## config.mk

```make
export PLATFORM = sky130hd
export DESIGN_NAME = inst_mem_loader
export DESIGN_NICKNAME = d
export VERILOG_FILES = /design/src/rtl/inst_mem_loader_pkg.sv /design/src/rtl/inst_mem_loader.sv
export SDC_FILE = /design/constraint.sdc
export NUM_CORES = 1
export LEC_CHECK = 0
export ABC_AREA = 1
export BUFFER_PORTS_ARGS = -buffer_cell sky130_fd_sc_hd__buf_2
export CAP_MARGIN = 20
export CORE_MARGIN = 3
export CORE_UTILIZATION = 25
export DETAILED_ROUTE_END_ITERATION = 8
export GPL_TIMING_DRIVEN = 1
export RECOVER_POWER = 25
export SLEW_MARGIN = 30
export SYNTH_ARGS = -nofsm -noshare
export SYNTH_HDL_FRONTEND = slang
export SYNTH_SLANG_ARGS = --single-unit
```

## constraint.sdc

```tcl
create_clock -name clk -period 1.6 [get_ports clk]
set_input_delay 0.32 -clock clk [delete_from_list [all_inputs] [get_ports clk]]
set_output_delay 0.32 -clock clk [all_outputs]
set_load 0.02 [all_outputs]
```

## src/rtl/inst_mem_loader_pkg.sv

```systemverilog
// Shared definitions for the instruction-memory loader and the instruction memory.
// The fault threshold lives here so the loader and the memory cannot drift apart.
package inst_mem_loader_pkg;

    typedef enum logic [1:0] {
        IDLE = 2'd0,
        LOAD = 2'd1,
        DONE = 2'd2,
        ERR  = 2'd3
    } load_state_t;

    localparam logic [63:0] IMEM_FAULT_ADDR = 64'd1000;

endpackage

```

## src/rtl/inst_mem_loader.sv

```systemverilog
// Boot/refill engine: streams 32-bit words from a valid/ready source into the
// L1 instruction memory write port, stalling the core until the image is complete.
module inst_mem_loader
    import inst_mem_loader_pkg::*;
#(
    parameter logic [63:0] BASE_ADDR  = 64'd0,
    parameter logic [63:0] ADDR_LIMIT = IMEM_FAULT_ADDR,
    parameter int          CNT_W      = 8
) (
    input  logic             clk,
    input  logic             rstn,
    input  logic             start,
    input  logic [CNT_W-1:0] word_count,
    input  logic [31:0]      s_data,
    input  logic             s_valid,
    output logic             s_ready,
    output logic [63:0]      mem_addr,
    output logic [31:0]      mem_wdata,
    output logic             mem_we,
    output logic             mem_pcwrite,
    output logic             core_stall,
    output logic             busy,
    output logic             done,
    output logic             load_err,
    output logic [CNT_W-1:0] words_loaded
);

    load_state_t      state;
    load_state_t      state_next;
    logic [63:0]      addr_q;
    logic [CNT_W-1:0] count_q;
    logic [CNT_W-1:0] target_q;
    logic             xfer;
    logic             start_ok;
    logic             in_limit;
    logic             last_word;

    assign xfer      = s_valid && s_ready;
    assign start_ok  = start && (state != LOAD);
    // Limit is checked on the address the word would be written to, before incrementing.
    assign in_limit  = addr_q < ADDR_LIMIT;
    assign last_word = (count_q + CNT_W'(1)) == target_q;

    always_ff @(posedge clk or negedge rstn) begin
        if (!rstn) begin
            state <= IDLE;
        end else begin
            state <= state_next;
        end
    end

    always_comb begin
        state_next = state;
        case (state)
            LOAD: begin
                if (xfer) begin
                    if (!in_limit) begin
                        state_next = ERR;
                    end else if (last_word) begin
                        state_next = DONE;
                    end
                end
            end
            default: begin
                if (start) begin
                    state_next = (word_count == '0) ? DONE : LOAD;
                end
            end
        endcase
    end

    always_comb begin
        s_ready    = 1'b0;
        busy       = 1'b0;
        done       = 1'b0;
        load_err   = 1'b0;
        core_stall = 1'b1;
        case (state)
            LOAD: begin
                s_ready = 1'b1;
                busy    = 1'b1;
            end
            DONE: begin
                done       = 1'b1;
                core_stall = 1'b0;
            end
            ERR: begin
                load_err = 1'b1;
            end
            default: begin
            end
        endcase
    end

    // Write port is registered: each accepted in-range word produces a one-cycle
    // write pulse on the following cycle, while address/data hold between pulses.
    always_ff @(posedge clk or negedge rstn) begin
        if (!rstn) begin
            addr_q      <= BASE_ADDR;
            count_q     <= '0;
            target_q    <= '0;
            mem_we      <= 1'b0;
            mem_pcwrite <= 1'b0;
            mem_addr    <= '0;
            mem_wdata   <= '0;
        end else begin
            mem_we      <= 1'b0;
            mem_pcwrite <= 1'b0;
            if (start_ok) begin
                target_q <= word_count;
                addr_q   <= BASE_ADDR;
                count_q  <= '0;
            end else if (xfer && in_limit) begin
                mem_we      <= 1'b1;
                mem_pcwrite <= 1'b1;
                mem_addr    <= addr_q;
                mem_wdata   <= s_data;
                addr_q      <= addr_q + 64'd4;
                count_q     <= count_q + CNT_W'(1);
            end
        end
    end

    assign words_loaded = count_q;

endmodule

```

==> results of run 1 <==
-- layout by cell type, fill, tap and decap left out, drive strengths merged, types with 2 or more instances in the layout --
cell type | Yosys | routed
xnor2 | 2 | 2
nand4 | 13 | 13
inv | 145 | 149
nor3 | 4 | 4
clkbuf | 4 | 22
nor2 | 80 | 80
dfrtp | 175 | 175
o21ai | 26 | 26
bufinv | 0 | 2
buf | 25 | 233
nand2 | 235 | 235
clkinvlp | 0 | 2
conb | 1 | 2
ha | 2 | 2
clkinv | 0 | 6
nand3 | 30 | 30
o22ai | 2 | 2
xor2 | 5 | 5
-- per-stage QoR --
| step | total power (W) | utilization (%) | hold WS (ns) | setup slack, ns |
|---|---|---|---|---|
| finish | 0.0139 | 36.1 | 0.0920 | -0.0757 |
| global placement | 0.00895 | 32.0 | 0.269 | -0.0757 |
| global route | 0.0147 | 36.1 | 0.0798 | -0.263 |
| CTS | 0.0136 | 35.1 | 0.0723 | -0.0715 |
| floorplan | 0.00767 | - | 0.0244 | 0.00147 |
| detailed placement | 0.00902 | 32.0 | 0.266 | -0.0956 |
-- cell usage after synthesis, drive strengths merged --
cell and instances:
o22ai 2, o21ai 26, clkbuf 4, nand3 30, nand4 13, conb 1, inv 145, nor2 80
dfrtp 175, buf 25, nor3 4, xnor2 2, xor2 5, ha 2, and2 1, nand2 235
o21bai 1
-- tightest hold or removal path: stages --
cell,delay [ns]
buf_2,0.07
nand2_1,0.04
nand2_1,0.04
-- sequential cells by signal, indices dropped and copies added (netlist names) --
signal	flops
mem_wdata	32
words_loaded	8
mem_pcwrite	1
target_q	8
state	2
mem_addr	62
addr_q	62
-- worst max-delay path by stage --
stage	slack [ns]	to	cells after the start
3_3_place_gp	-0.08	addr_q[9]	11
5_1_grt	-0.26	addr_q[9]	11
2_1_floorplan	0.001	state[1]	14
6_report	-0.08	mem_addr[9]	11
4_1_cts	-0.07	addr_q[9]	11
3_5_place_dp	-0.1	addr_q[9]	11
-- final cells by class --
| type | instances | area, um^2 | share of cell area, % |
|---|---|---|---|
| Clock buffer | 18 | 439 | 4.59 |
| Clock inverter | 14 | 158 | 1.65 |
| Inverter | 145 | 559 | 5.85 |
| Multi-Input combinational cell | 403 | 1910 | 19.9 |
| Sequential cell | 175 | 4390 | 45.9 |
| Tap cell | 335 | 419 | 4.38 |
| Timing Repair Buffer | 238 | 1700 | 17.7 |
-- power breakdown --
| part | internal, W | switching (W) | leakage [nW] |
|---|---|---|---|
| Clock | 0.00238 | 0.00180 | 0.290 |
| Sequential | 0.00502 | 0.000387 | 2.37 |
| Combinational | 0.00174 | 0.00254 | 2.90 |
| Total | 0.00914 | 0.00473 | 5.56 |
-- cells by family (layout without fill, tap and decap cells) --
kind of cell    count (synthesis)  in the layout  share of synthesized area (%)
other cells                     1              2                         0.0547
simple gates                  363            363                           21.4
buf+inv                       174            415                           11.2
flops                         175            175                           63.9
compound gates                 29             29                           2.19
xor+xnor                        7              7                          0.895
fa+ha+maj                       2              2                          0.365
-- timing repair --
item / in CTS / in global routing
cloned: 2 / 3
gates resized for setup: 25 / 63
hold buffers: 1 / 0
endpoints found under the hold margin: 36 / 0
pin swaps: 4 / 8
endpoints found under the setup margin: 109 / 115
buffers inserted: 7 / 3
-- routing by layer --
metal,global-route usage (%),vias up
met5,0,-
met4,3.22,0
met3,3.10,15
met2,16.4,135
met1,14.2,2427
li1,-,2678
==> flow_metrics.tcl, run 1 <==
set metrics [dict create \
    setup_ws_ns -0.0757 \
    wl_per_cell_um 12.0 \
    cp-end-kind "flop" \
    syn_area_per_cell_um2 9.12 \
    vias_per_cell 3.96 \
    cp_common_cell "nand2_1" \
    ant_nets 0 \
    clock_tree.buffer_depth 2 \
    fin_area_um2 9560 \
    syn_area_um2 6850 \
    drive_gt1_share_pct 33.2 \
    highest_layer "met4" \
    crit_type "reg2reg" \
    synth-seq-cells 175 \
    cp_cell_sequence "inv_1 > nor3_2 > nand3_1 > nand2_1 > nor2_1 > and2_4 > nand2_8 > clkinv_8 > buf_6 > nand2_1 > nand2_1" \
    crit_arrival_ns 1.98 \
    startpoint "addr_q[8]" \
    vdd_drop_max_mv 0.763 \
    cp_max_fo 7 \
    period_minus_slack_ns 1.68 \
    met2WireLength_um 7200 \
    synthTopCellsByArea "dfrtp_1, nand2_1, inv_1" \
    slowest_stage "dfrtp_1" \
    cts_sinks 175 \
    synth_top_cell_by_area "dfrtp_1" \
    met1Wirelength_um 7520 \
    io_pins 155 \
    num_rows 59 \
    cts_tree "yes" \
    whs_path_depth 3 \
    remaining_drc_errors 0 \
    rr_startpoint "addr_q[8]" \
    clk_pin_slew_ns 0.07 \
    h-tree-depth 4 \
    finalSetupViolations 106 \
    grt_pass1_wl_um 24900 \
    slew_headroom_pct 26.4 \
    synthDominantCellAreaShare_pct 63.9 \
    worst_pin_slew_ns 1.10 \
    synthesis.instances 751 \
    worst_setup_path_start_kind "flop" \
    detail_route.first_pass.iterations 5 \
    leakagePower_nw 5.56 \
    insertion_delay_ns 0.42 \
    routed_wl_um 15900 \
    max_freq_mhz 597 \
    grt_pass1_vias 4977 \
    layoutNonFillerInstCount 1328 \
    drv_slew 0 \
    dp_hpwl_um 10700 \
    start_util_pct 25.8 \
    drv_cap 0 \
    drt-initial-drc-count 391 \
    hold_path_end "mem_wdata[0]" \
    path_delay_family "simple AND/OR/NAND/NOR gates" \
    dp_cells 1280 \
    grt_max_degree 51 \
    die_area_um2 29400 \
    fin_setup_tns_ns -2.95 \
    cp.required_ns 1.90 \
    ys_warn_count 0 \
    die_w_um 172 \
    grt_remaining_overflow 0 \
    place.gp.congestion 0.805 \
    nets 1026 \
    r2r_slack_ns -0.08 \
    cts_root_buf "clkbuf_16" \
    rsz0062_at_grt "true" \
    outcome "finished, violations left" \
    cts_buffers 17 \
    ys_types 24 \
    r2r_end "mem_addr[9]" \
    route.met3.wl_um 967 \
    hp-class "in2reg" \
    track_usage_pct 10.5 \
    die_y_um 172 \
    portBuffers 152 \
    antenna_found_initial 0 \
    fin_skew_ns 0.00682 \
    area_growth_pct 39.6 \
    diodes 0 \
    holdCritStartpoint "s_data[0]" \
    hold_viol_final 0 \
    fillerInstances 2671 \
    vias 5255 \
    slowest_delay_ns 0.34 \
    placed_area_um2 8490 \
    power.density_nw_per_um2 1450 \
    crit_buf_inv 3 \
    violations "setup timing" \
    period_share_pct 105 \
    seq_area_frac_synth_pct 63.9 \
    reg2regPathDepth 11 \
    core_um2 26500 \
]
(Power assumes the default switching activity.)
==> run 2: changes to the inputs <==
--- a/config.mk
+++ b/config.mk
@@ -5,7 +5,6 @@
 export SDC_FILE = /design/constraint.sdc
 export NUM_CORES = 1
 export LEC_CHECK = 0
-export ABC_AREA = 1
 export BUFFER_PORTS_ARGS = -buffer_cell sky130_fd_sc_hd__buf_2
 export CAP_MARGIN = 20
 export CORE_MARGIN = 3
==> run 2 against run 1 <==
  * The flow still finishes with violations (setup timing)
  * Design area increased by 0.75%
  * Non-clock buffer count decreased by 4
  * Critical endpoint is now addr_q[5]
  * Via count decreased by 10%
  * Clock-buffer cell count unchanged
  * Sequential cell count unchanged
  * Utilization increased by 0.89 points
  * Setup slack got worse by 0.61 ns
==> flow_metrics.tcl, run 2 <==
set metrics [dict create \
    outcome "finished, violations left" \
    violations "setup timing" \
    detail_route.first_pass.iterations 4 \
    syn_area_per_cell_um2 12.6 \
    dp_slack_ns -0.754 \
    fin_skew_ns 0.0144 \
    drt-initial-drc-count 235 \
    reg_top3 "addr_q x62, mem_addr x62, mem_wdata x32" \
    startpoint "addr_q[27]" \
    die_area_um2 28600 \
    cts_buffers 17 \
    layout_commonest_cell "dfrtp_1" \
    ant_nets 0 \
    place.gp.congestion 0.800 \
    cts_tree "yes" \
    ys.flop_type "dfrtp_1" \
    hold_viol_final 0 \
    cts_root_buf "clkbuf_16" \
    syn_area_um2 6640 \
    cp_common_cell "or4_4" \
    h-tree-depth 4 \
    drv_cap 0 \
    vias_per_cell 4.28 \
    hold-worst-slack_ns 0.111 \
    vdd_drop_max_mv 0.825 \
    ys_warn_count 0 \
    nets 797 \
    slowest_delay_ns 0.64 \
    grt_max_degree 68 \
    synthesis.instances 527 \
    slew_headroom_pct 38.4 \
    io_pins 155 \
    cts_sinks 175 \
    track_usage_pct 11.2 \
    synthArstFlopShare_pct 100 \
    diodes 0 \
    crit_type "reg2reg" \
    core_um2 26100 \
    leakagePower_nw 4.97 \
    cp.required_ns 1.95 \
    clk_pin_slew_ns 0.06 \
    endpoint "addr_q[5]" \
    wl_per_cell_um 14.9 \
    worst_pin_slew_ns 0.924 \
    area_growth_pct 45.1 \
    grt_remaining_overflow 0 \
    cp-end-kind "flop" \
    remaining_drc_errors 0 \
    die_y_um 169 \
    synthDominantCellAreaShare_pct 65.9 \
    synthTopCellsByArea "dfrtp_1, and2_1, mux2_2" \
    start_util_pct 25.5 \
    cp_cell_sequence "nor4_1 > o211ai_1 > or4_4 > or4_4 > a21oi_2" \
    finalSetupViolations 115 \
    num_rows 59 \
    period_share_pct 143 \
    vias 4706 \
    r2r_slack_ns -0.68 \
    reg2regPathDepth 5 \
    yosysMostFrequentCell "dfrtp_1" \
    layout_common_cells "dfrtp_1, buf_2, and2_1" \
    r2r_end "addr_q[5]" \
    rsz0062_at_grt "true" \
    power.density_nw_per_um2 1490 \
    cp_max_fo 6 \
    antenna_found_initial 0 \
    slowest_stage "or4_4" \
    synth_top_cell_by_area "dfrtp_1" \
    synth-seq-cells 175 \
    grt_pass1_vias 4741 \
    drive_gt1_share_pct 48.3 \
    crit_arrival_ns 2.63 \
    portBuffers 152 \
    clock_tree.buffer_depth 2 \
    setup_ws_ns -0.682 \
    rr_startpoint "addr_q[27]" \
    synthTopCellsByCount "dfrtp_1, and2_1, nand2_1" \
    routed_wl_um 16400 \
    fin_setup_tns_ns -61.32 \
    max_freq_mhz 438 \
    insertion_delay_ns 0.42 \
    post-route-util_pct 37.0 \
    grt_pass1_wl_um 25700 \
    worst_setup_path_start_kind "flop" \
    synth-edff-count 0 \
    drv_slew 0 \
    ys_types 46 \
    period_minus_slack_ns 2.28 \
    hp-class "in2reg" \
    dp_cells 1047 \
    die_w_um 169 \
    seq_area_frac_synth_pct 65.9 \
    dp_hpwl_um 10700 \
    layoutNonFillerInstCount 1099 \
]
-- run 2: cell count changes after synthesis, moves of 11 or more --
cell      change
and2_1      +110
buf_6        -11
clkbuf_1     +15
inv_1       -140
mux2_2       +38
nand2_1     -194
nand3_1      -18
nor2_1       -66
nor4_1       +16
-- run 2: timing repair --
action / CTS / global route
cloned: 5 / 4
setup buffers: 8 / 4
setup endpoints to repair: 116 / 118
hold endpoints to repair: 26 / 0
pin swaps: 28 / 16
gates resized for setup: 57 / 33
hold buffers: 1 / 0
-- run 2: final cells by class --
type / instances / area [um^2]
fillers: 2532 / 16400
flip-flops and latches: 175 / 4380
multi-input cells: 318 / 2530
repair buffers: 234 / 1690
clock buffers: 18 / 439
well taps: 335 / 419
clock inverters: 14 / 144
inverters: 5 / 27.5
-- run 2: worst max-delay path: cells and delay by family, from the launching register on --
kind | cells | cell delay [ns]
simple gates | 3 | 1.49
flops | 1 | 0.37
compound gates | 2 | 0.35
-- run 2: cells by family (layout without fill, tap and decap cells) --
family | count (synthesis) | count (layout) | share of synthesized area, %
xor gates and xnor gates | 6 | 6 | 0.791
adders and majority gates | 2 | 2 | 0.377
and+or+nand+nor | 224 | 224 | 19.1
muxes | 41 | 41 | 6.93
DFF | 175 | 175 | 65.9
buffers and inverters | 35 | 271 | 2.52
AOI/OAI and AO/OA | 43 | 43 | 4.31
other | 1 | 2 | 0.0565
-- run 2: where the power goes --
part	internal, W	total [W]	switching (W)	leakage, nW
registers	0.00504	0.00543	0.000391	2.35
logic	0.00240	0.00485	0.00245	2.34
clock network	0.00224	0.00410	0.00185	0.285
-- run 2: how the worst min path moves through the flow --
| stage | startpoint | endpoint | slack, ns | cells after the start |
|---|---|---|---|---|
| 6_report | word_count[3] | target_q[3] | 0.11 | 3 |
| 3_3_place_gp | rstn | words_loaded[7] | 0.25 | 1 |
| 2_1_floorplan | rstn | addr_q[10] | 0.02 | 0 |
| 4_1_cts | word_count[0] | target_q[0] | 0.09 | 3 |
| 3_5_place_dp | rstn | words_loaded[7] | 0.26 | 1 |
| 5_1_grt | s_data[20] | mem_wdata[20] | 0.10 | 2 |
-- run 2: metal layers --
| metal | track usage, % | vias up | wire length (um) |
|---|---|---|---|
| met5 | 0 | - | 0 |
| met4 | 3.95 | 0 | 336 |
| met3 | 2.80 | 34 | 765 |
| met2 | 17.6 | 114 | 7850 |
| met1 | 15.2 | 2319 | 7440 |
| li1 | - | 2239 | - |
-- run 2: per-stage QoR --
stage | power, W | area, um^2
after CTS | 0.0143 | 9440
after floorplan | 0.00810 | 6950
after detailed placement | 0.00951 | 8450
final | 0.0144 | 9640
after global routing | 0.0151 | 9640
after global placement | 0.00946 | 8450
==> run 3: changes to the inputs <==
--- a/config.mk
+++ b/config.mk
@@ -8,7 +8,7 @@
 export BUFFER_PORTS_ARGS = -buffer_cell sky130_fd_sc_hd__buf_2
 export CAP_MARGIN = 20
 export CORE_MARGIN = 3
-export CORE_UTILIZATION = 25
+export CORE_UTILIZATION = 28
 export DETAILED_ROUTE_END_ITERATION = 8
 export GPL_TIMING_DRIVEN = 1
 export RECOVER_POWER = 25
==> run 3 against run 2 <==
  * The flow still finishes with violations (setup timing)
  * Highest routed layer unchanged
  * Die area decreased by 10%
  * Via count decreased by 2.8%
  * Setup slack improved by 0.063 ns
  * Design area decreased by 1.7%
  * Combinational power decreased by 2%
  * Power decreased by 0.71%
==> flow_metrics.tcl, run 3 (synthesis results as in run 2) <==
set metrics [dict create \
    outcome "finished, violations left" \
    violations "setup timing" \
    remaining_drc_errors 0 \
    r2r_end "addr_q[5]" \
    clock_tree.buffer_depth 2 \
    die_area_um2 25600 \
    cts_tree "yes" \
    cts_buffers 17 \
    period_minus_slack_ns 2.22 \
    detail_route.first_pass.iterations 4 \
    cts_root_buf "clkbuf_16" \
    antenna_found_initial 0 \
    cp.required_ns 1.94 \
    seqPwrFrac_pct 37.9 \
    hold_path_end "target_q[3]" \
    cp-end-kind "flop" \
    startpoint "addr_q[43]" \
    holdCritStartpoint "word_count[3]" \
    clk_pin_slew_ns 0.07 \
    layout_commonest_cell "dfrtp_1" \
    h-tree-depth 4 \
    dp_cells 1024 \
    finalSetupViolations 114 \
    crit_type "reg2reg" \
    r2r_slack_ns -0.62 \
    worst_pin_slew_ns 0.886 \
    post-route-util_pct 41.2 \
    die_y_um 160 \
    drt-initial-drc-count 197 \
    reg_top3 "addr_q x62, mem_addr x62, mem_wdata x32" \
    fillerInstances 2190 \
    fin_skew_ns 0.0239 \
    slew_headroom_pct 40.9 \
    layoutNonFillerInstCount 1072 \
    cts_sinks 175 \
    wl_per_cell_um 14.5 \
    portBuffers 152 \
    routed_wl_um 15500 \
    grt_pass1_wl_um 24900 \
    area_growth_pct 42.6 \
    crit_arrival_ns 2.56 \
    grt_remaining_overflow 0 \
    drv_slew 0 \
    num_rows 55 \
    whs_path_depth 3 \
    grt_pass1_vias 4668 \
    leakagePower_nw 4.90 \
    worst_setup_path_start_kind "flop" \
    hold-worst-slack_ns 0.112 \
    power.share.clock_pct 28.9 \
    drv_cap 0 \
    cp_max_fo 5 \
    grt_max_degree 62 \
    swShare_pct 33.2 \
    core_um2 23000 \
    die_w_um 160 \
    layout_common_cells "dfrtp_1, buf_2, and2_1" \
    power.density_nw_per_um2 1510 \
    reg2regPathDepth 5 \
    hp-class "in2reg" \
    period_share_pct 139 \
    rsz0062_at_grt "true" \
    io_pins 155 \
    track_usage_pct 12.0 \
    place.gp.congestion 0.775 \
    p_int_w 0.00954 \
    ant_nets 0 \
    hold_viol_final 0 \
    vias_per_cell 4.27 \
    start_util_pct 28.9 \
    drive_gt1_share_pct 46.8 \
    p_switching_w 0.00473 \
    max_freq_mhz 451 \
    diodes 0 \
    vias 4575 \
    rr_startpoint "addr_q[43]" \
    dp_hpwl_um 10400 \
    fin_setup_tns_ns -52.00 \
    combPwrFrac_pct 33.2 \
    insertion_delay_ns 0.43 \
    vdd_drop_max_mv 0.865 \
    setup_ws_ns -0.619 \
    nets 792 \
]
-- run 3: worst max-delay path by stage --
stage                                  to  slack (ns)  cells past startpoint
after CTS                       addr_q[4]       -0.58                      6
final                           addr_q[5]       -0.62                      5
after global routing      words_loaded[7]       -0.70                      6
after global placement    words_loaded[7]       -0.71                      6
after detailed placement  words_loaded[7]       -0.73                      6
after floorplan             mem_wdata[10]       -0.50                      7
-- run 3: repair_timing --
action / CTS / global route
pin swaps: 8 / 18
cloned: 1 / 6
resized for setup: 49 / 26
endpoints found under the hold margin: 95 / 0
setup buffers: 8 / 4
endpoints found under the setup margin: 118 / 121
hold buffers: 1 / 0
-- run 3: area by class of cell --
class | instances | area (um^2) | area share (%)
multi-input combinational | 318 | 2450 | 25.8
timing repair buffer | 229 | 1610 | 17.0
clock buffer | 18 | 439 | 4.64
clock inverter | 14 | 169 | 1.78
inverter | 5 | 27.5 | 0.291
tap | 313 | 392 | 4.13
sequential | 175 | 4390 | 46.3
-- run 3: power groups by stage --
stage               Combinational (W)  Clock, W  Sequential [W]
floorplan                     0.00203         0         0.00607
global placement              0.00402         0         0.00545
detailed placement            0.00405         0         0.00547
CTS                           0.00449   0.00426         0.00540
global route                  0.00506   0.00444         0.00549
finish                        0.00474   0.00413         0.00541
-- run 3: critical path, stage by stage (launching register included) --
cell and delay (ns):
dfrtp_1 0.38, nor4_1 0.32, nand4_1 0.18, or4_4 0.60, or4_1 0.53, a21oi_1 0.13
-- run 3: per-layer routing --
metal / track usage [%] / share of wire, % / vias to the layer above
li1: - / - / 2232
met1: 16.0 / 45 / 2232
met2: 19.1 / 50 / 93
met3: 2.78 / 3.3 / 18
met4: 4.22 / 1.7 / 0
met5: 0 / 0 / -
-- run 3: stage by stage --
stage               power (W)  area (um^2)  setup WS, ns
floorplan             0.00810         6950        -0.500
global placement      0.00947         8410        -0.708
detailed placement    0.00951         8410        -0.729
CTS                    0.0142         9290        -0.579
global route           0.0150         9470        -0.698
finish                 0.0143         9470        -0.619
